[src/rtl/bcd_pkg.sv]
// Shared BCD types, constants and the digit clamp helper.
package bcd_pkg;

    typedef logic [3:0] bcd_digit_t;

    localparam bcd_digit_t BCD_MAX = 4'd9;

    typedef enum logic [1:0] {
        CNT_IDLE,
        CNT_RUN,
        CNT_DONE
    } bcd_cnt_state_t;

    // Force a non-decimal nibble (A..F) down to 9.
    function automatic bcd_digit_t bcd_clamp(input bcd_digit_t v);
        return (v > BCD_MAX) ? BCD_MAX : v;
    endfunction

endpackage

[src/rtl/bcd_subtractor.sv]
// One-digit combinational BCD subtract of a single borrow: diff = lhs - borrow_in.
module bcd_subtractor
    import bcd_pkg::*;
(
    input  bcd_digit_t lhs,
    input  logic       borrow_in,
    output bcd_digit_t diff,
    output logic       borrow_out
);

    // 0 - 1 wraps to 9 and propagates the borrow to the next digit.
    always_comb begin
        borrow_out = borrow_in && (lhs == 4'd0);
        if (borrow_out) begin
            diff = BCD_MAX;
        end else begin
            diff = lhs - {3'b000, borrow_in};
        end
    end

endmodule

[src/rtl/bcd_down_counter_n.sv]
// Loadable N-digit BCD down-counter with done pulse and optional auto-reload.
module bcd_down_counter_n
    import bcd_pkg::*;
#(
    parameter int unsigned N = 2
) (
    input  logic           clk,
    input  logic           reset,
    input  logic           load,
    input  logic [4*N-1:0] load_value,
    input  logic           en,
    input  logic           reload,
    output logic [4*N-1:0] d,
    output logic           zero,
    output logic           running,
    output logic           done
);

    localparam logic [4*N-1:0] COUNT_ONE  = {{(4*N-1){1'b0}}, 1'b1};
    localparam logic [4*N-1:0] COUNT_ZERO = '0;

    bcd_cnt_state_t state;
    logic [4*N-1:0] preset;
    logic [4*N-1:0] load_clean;
    logic [4*N-1:0] d_dec;
    logic [N:0]     borrow;

    // Clamp every incoming digit to 0..9 so the count stays valid BCD.
    always_comb begin
        load_clean = '0;
        for (int i = 0; i < int'(N); i++) begin
            load_clean[4*i +: 4] = bcd_clamp(load_value[4*i +: 4]);
        end
    end

    // Digit-serial borrow chain, seeded with 1 to subtract one from the whole count.
    assign borrow[0] = 1'b1;

    for (genvar g = 0; g < int'(N); g++) begin : g_digit
        bcd_subtractor u_sub (
            .lhs        (d[4*g +: 4]),
            .borrow_in  (borrow[g]),
            .diff       (d_dec[4*g +: 4]),
            .borrow_out (borrow[g+1])
        );
    end

    // Counter FSM: state, count, preset and the one-cycle done pulse.
    always_ff @(posedge clk or posedge reset) begin
        if (reset) begin
            state  <= CNT_IDLE;
            d      <= COUNT_ZERO;
            preset <= COUNT_ZERO;
            done   <= 1'b0;
        end else begin
            done <= 1'b0;
            if (load) begin
                // Load wins over en; a zero preset goes straight to DONE without a pulse.
                preset <= load_clean;
                d      <= load_clean;
                state  <= (load_clean != COUNT_ZERO) ? CNT_RUN : CNT_DONE;
            end else if ((state == CNT_RUN) && en) begin
                if (d == COUNT_ONE) begin
                    done <= 1'b1;
                    if (reload) begin
                        d <= preset;
                    end else begin
                        d     <= COUNT_ZERO;
                        state <= CNT_DONE;
                    end
                end else begin
                    d <= d_dec;
                end
            end
        end
    end

    assign zero    = (d == COUNT_ZERO);
    assign running = (state == CNT_RUN);

endmodule

[config.mk]
export PLATFORM = sky130hd
export DESIGN_NAME = bcd_down_counter_n
export DESIGN_NICKNAME = d
export VERILOG_FILES = /design/src/rtl/bcd_pkg.sv /design/src/rtl/bcd_subtractor.sv /design/src/rtl/bcd_down_counter_n.sv
export SDC_FILE = /design/constraint.sdc
export NUM_CORES = 1
export LEC_CHECK = 0
export CAP_MARGIN = 20
export CORE_UTILIZATION = 30
export DETAILED_ROUTE_END_ITERATION = 8
export PLACE_DENSITY = 0.5
export SETUP_SLACK_MARGIN = 0.1
export SLEW_MARGIN = 25
export SYNTH_ARGS = -nofsm -noshare
export SYNTH_HDL_FRONTEND = slang
export SYNTH_SLANG_ARGS = --single-unit
[constraint.sdc]
create_clock -name clk -period 5.39 [get_ports clk]
set_input_delay 0.8085 -clock clk [delete_from_list [all_inputs] [get_ports clk]]
set_output_delay 0.8085 -clock clk [all_outputs]
set_load 0.03 [all_outputs]
==> metrics.csv <==
metric;value;unit
outcome;finished clean;
postCtsSetupBuffers;0;
remaining_drc_errors;0;
avgViaCountPerCell;5.399;
placeableCoreArea;3442;sq um
die-width;62.93;microns
hold_class;reg -> reg;
power_leakage;0.5715;nW
worstReg2RegEnd;d[6];
slew_headroom;47.36;%
synthCells;121;
route.detailed.wl_per_inst;15.23;microns
timing.final.hold_violations;0;
cts_hold_bufs;0;
synth_top_cell_by_area;sky130_fd_sc_hd__dfrtp_1;
grt_use_met1;21.49;%
grt_start_max_net_pins;25;
critical_path.endpoint_type;output port;
post-synth-top-count-cell;sky130_fd_sc_hd__dfrtp_1;
seqPwrFrac;47.0;%
clock_tree.htree_level_count;1;
hold-path-cell-count;1;
clock.fmax;341.7;MHz
cts-root-buf;sky130_fd_sc_hd__clkbuf_8;
timing_worst_slew_pin_value;0.7871;ns
numPortBuffers;23;
power_per_cell_area;272.7;nW/um^2
grt_pass1_wl;4802;microns
hp-start;preset[3];
synthesis.yosys.warnings;0;
grt.met2_usage;24.87;%
grt_setup_unrepaired;false;
rr_worst_depth;6;
synth.lib_cells_used.distinct;40;
initial_utilization;32.35;%
pin_count;24;
place.detailed.hpwl;2129;microns
post_cts_resized;0;
area.growth.synth_to_final;24.94;%
p_int;253.7;uW
critical_path_peak_fanout;14;
totalWireLength;2864;microns
synth.cell_area;1114;sq um
async_reset_ff_share;100.0;%
worst_hold_slack;0.5189;ns
critical_path.reg2reg.startpoint;d[0];
final.min_clock_period;2.926;ns
grt.busiest_layer;met2;
drive_above_1_share;6.338;%
comb_power_share;26.4;%
synthTopCellsByCount;19 x sky130_fd_sc_hd__dfrtp_1, 12 x sky130_fd_sc_hd__inv_1, 11 x sky130_fd_sc_hd__o21ai_0, 10 x sky130_fd_sc_hd__nand2_1, 8 x sky130_fd_sc_hd__nor2_1;
dr.first_iter.drc_count;88;
ys_seq_elements;19;
p_clk_share;26.6;%
antennaDiodeCount;0;
final-setup-viol-count;0;
detailroute.via_count;1015;
p_total;379.5;uW
fillers;350;
share_of_the_cycle_needed_by_the_critical_path_after_routing;54.29;%
worst_setup_path_type;reg -> out;
std_cell_rows;21;
drtAntennaViolNets;0;
syn-num-nets;136;
proportion_of_total_power_due_to_net_switching;33.15;%
ctsLongestPathBuffers;2;
irDropWorstVdd;0.00007628;V
initial_antenna_violation_count;0;
cts_inserted_buffers;3;
yosys_most_used_dff;sky130_fd_sc_hd__dfrtp_1;
fin_worst_skew;0.0008127;ns
synth.top_cell.area_share;42.70;%
grtUsageTotal;15.63;%
worstSetupStartpointType;flop;
die_area;3960;sq um
report.final.slew_viol_count;0;
final_net_count;158;
drtPass1Iterations;4;
reg2reg_slack;3.29;ns
worst_path_largest_cell_delay;0.66;ns
timing.critical_path.slowest_stage_cell;sky130_fd_sc_hd__clkdlybuf4s50_1;
cts_tree;yes;
synth.area.top_cells;sky130_fd_sc_hd__dfrtp_1 43%, sky130_fd_sc_hd__o21ai_0 4.9%, sky130_fd_sc_hd__inv_1 4.0%;
overall_overflow_remaining_after_global_route;0;
worst_skew_pair.late_latency;0.26;ns
min_delay_worst_endpoint;preset[3];
worst_slack;2.464;ns
maxCapViolCount;0;
setup_total_negative_slack;0;ns
cp.arrival;2.12;ns
globalplace.congestion;0.8421;
sequence_of_cells_on_the_critical_path;nor4_1, and4_1, clkdlybuf4s50_1;
worst_ep_required_time;4.58;ns
syn_area_per_cell;9.203;sq um
cts.sinks;19;
synth_seq_area_share;42.70;%
via_count_of_the_first_global_routing_pass;985;
dp_worst_setup_slack;2.520;ns
die_h;62.93;microns
total_switching_power;125.8;uW
synth_enable_flop_cells;0;
worst_setup_hold_path_clk_slew;0.07;ns
globalRouteMet3Util;2.190;%
==> power groups by stage <==
stage / logic (mW) / clock network [mW] / registers (mW)
2_1_floorplan: 0.0526 / 0 / 0.189
3_3_place_gp: 0.0994 / 0 / 0.181
3_5_place_dp: 0.0999 / 0 / 0.181
4_1_cts: 0.101 / 0.105 / 0.178
5_1_grt: 0.109 / 0.110 / 0.181
6_report: 0.100 / 0.101 / 0.178
==> routing by layer <==
metal,wire (microns),up-vias
met5,0,-
met4,34,0
met2,1403,44
met1,1261,483
li1,-,483
met3,165,5
==> cell usage in the layout, fill, tap and decap left out, drive strengths merged, types with 2 or more instances in the layout <==
cell type	instances
nor3	5
nand4	4
nor2	8
ha	2
inv	12
nor2b	2
a21oi	6
a31oi	2
nand3	2
nand3b	2
nand2	11
o21a	3
o32a	2
nor4	5
dfrtp	19
o31ai	2
o21ai	11
clkbuf	4
clkdlybuf4s50	23
==> per-stage QoR <==
| step | utilization, % | instance area, sq um | cells |
|---|---|---|---|
| 3_5_place_dp | 39.11 | 1346 | 184 |
| 3_3_place_gp | 39.11 | 1346 | 184 |
| 2_1_floorplan | - | 1114 | 121 |
| 5_1_grt | 40.42 | 1391 | 188 |
| 6_report | 40.42 | 1391 | 188 |
| 4_1_cts | 40.42 | 1391 | 188 |
==> worst max-delay path by stage <==
stage | end | slack, ns | start
after floorplan | zero | 3.14 | d[0]
after global placement | d[4] | 2.59 | load
after detailed placement | d[4] | 2.52 | load
after CTS | zero | 2.46 | d[0]
after global routing | zero | 2.38 | d[0]
final | zero | 2.46 | d[0]
==> sequential cells by signal, summed over array words and instances, names as in the netlist <==
name and cells:
state 2, done 1, preset 8, d 8
==> kinds of logic after synthesis <==
| kind of cell | count (synthesis) | synth area share, % |
|---|---|---|
| DFF | 19 | 42.70 |
| xor gates and xnor gates | 1 | 0.7867 |
| buffers and inverters | 18 | 8.988 |
| and+or+nand+nor | 45 | 22.81 |
| muxes | 1 | 1.011 |
| adders and majority gates | 2 | 2.247 |
| AOI/OAI and AO/OA | 35 | 21.46 |
==> critical path: cells and delay by family, from the launching register on <==
family | cells | cell delay, ns
buffers and inverters | 1 | 0.66
flip-flops | 1 | 0.54
AND/OR/NAND/NOR | 2 | 0.66
==> area by class of cell <==
type | count | area [sq um] | share of cell area, %
multi-input combinational | 84 | 538.0 | 38.67
sequential | 19 | 475.5 | 34.17
timing repair buffer | 23 | 230.2 | 16.55
tap | 46 | 57.56 | 4.137
clock buffer | 4 | 45.04 | 3.237
inverter | 12 | 45.04 | 3.237
Power figures use the tool's default switching activity.
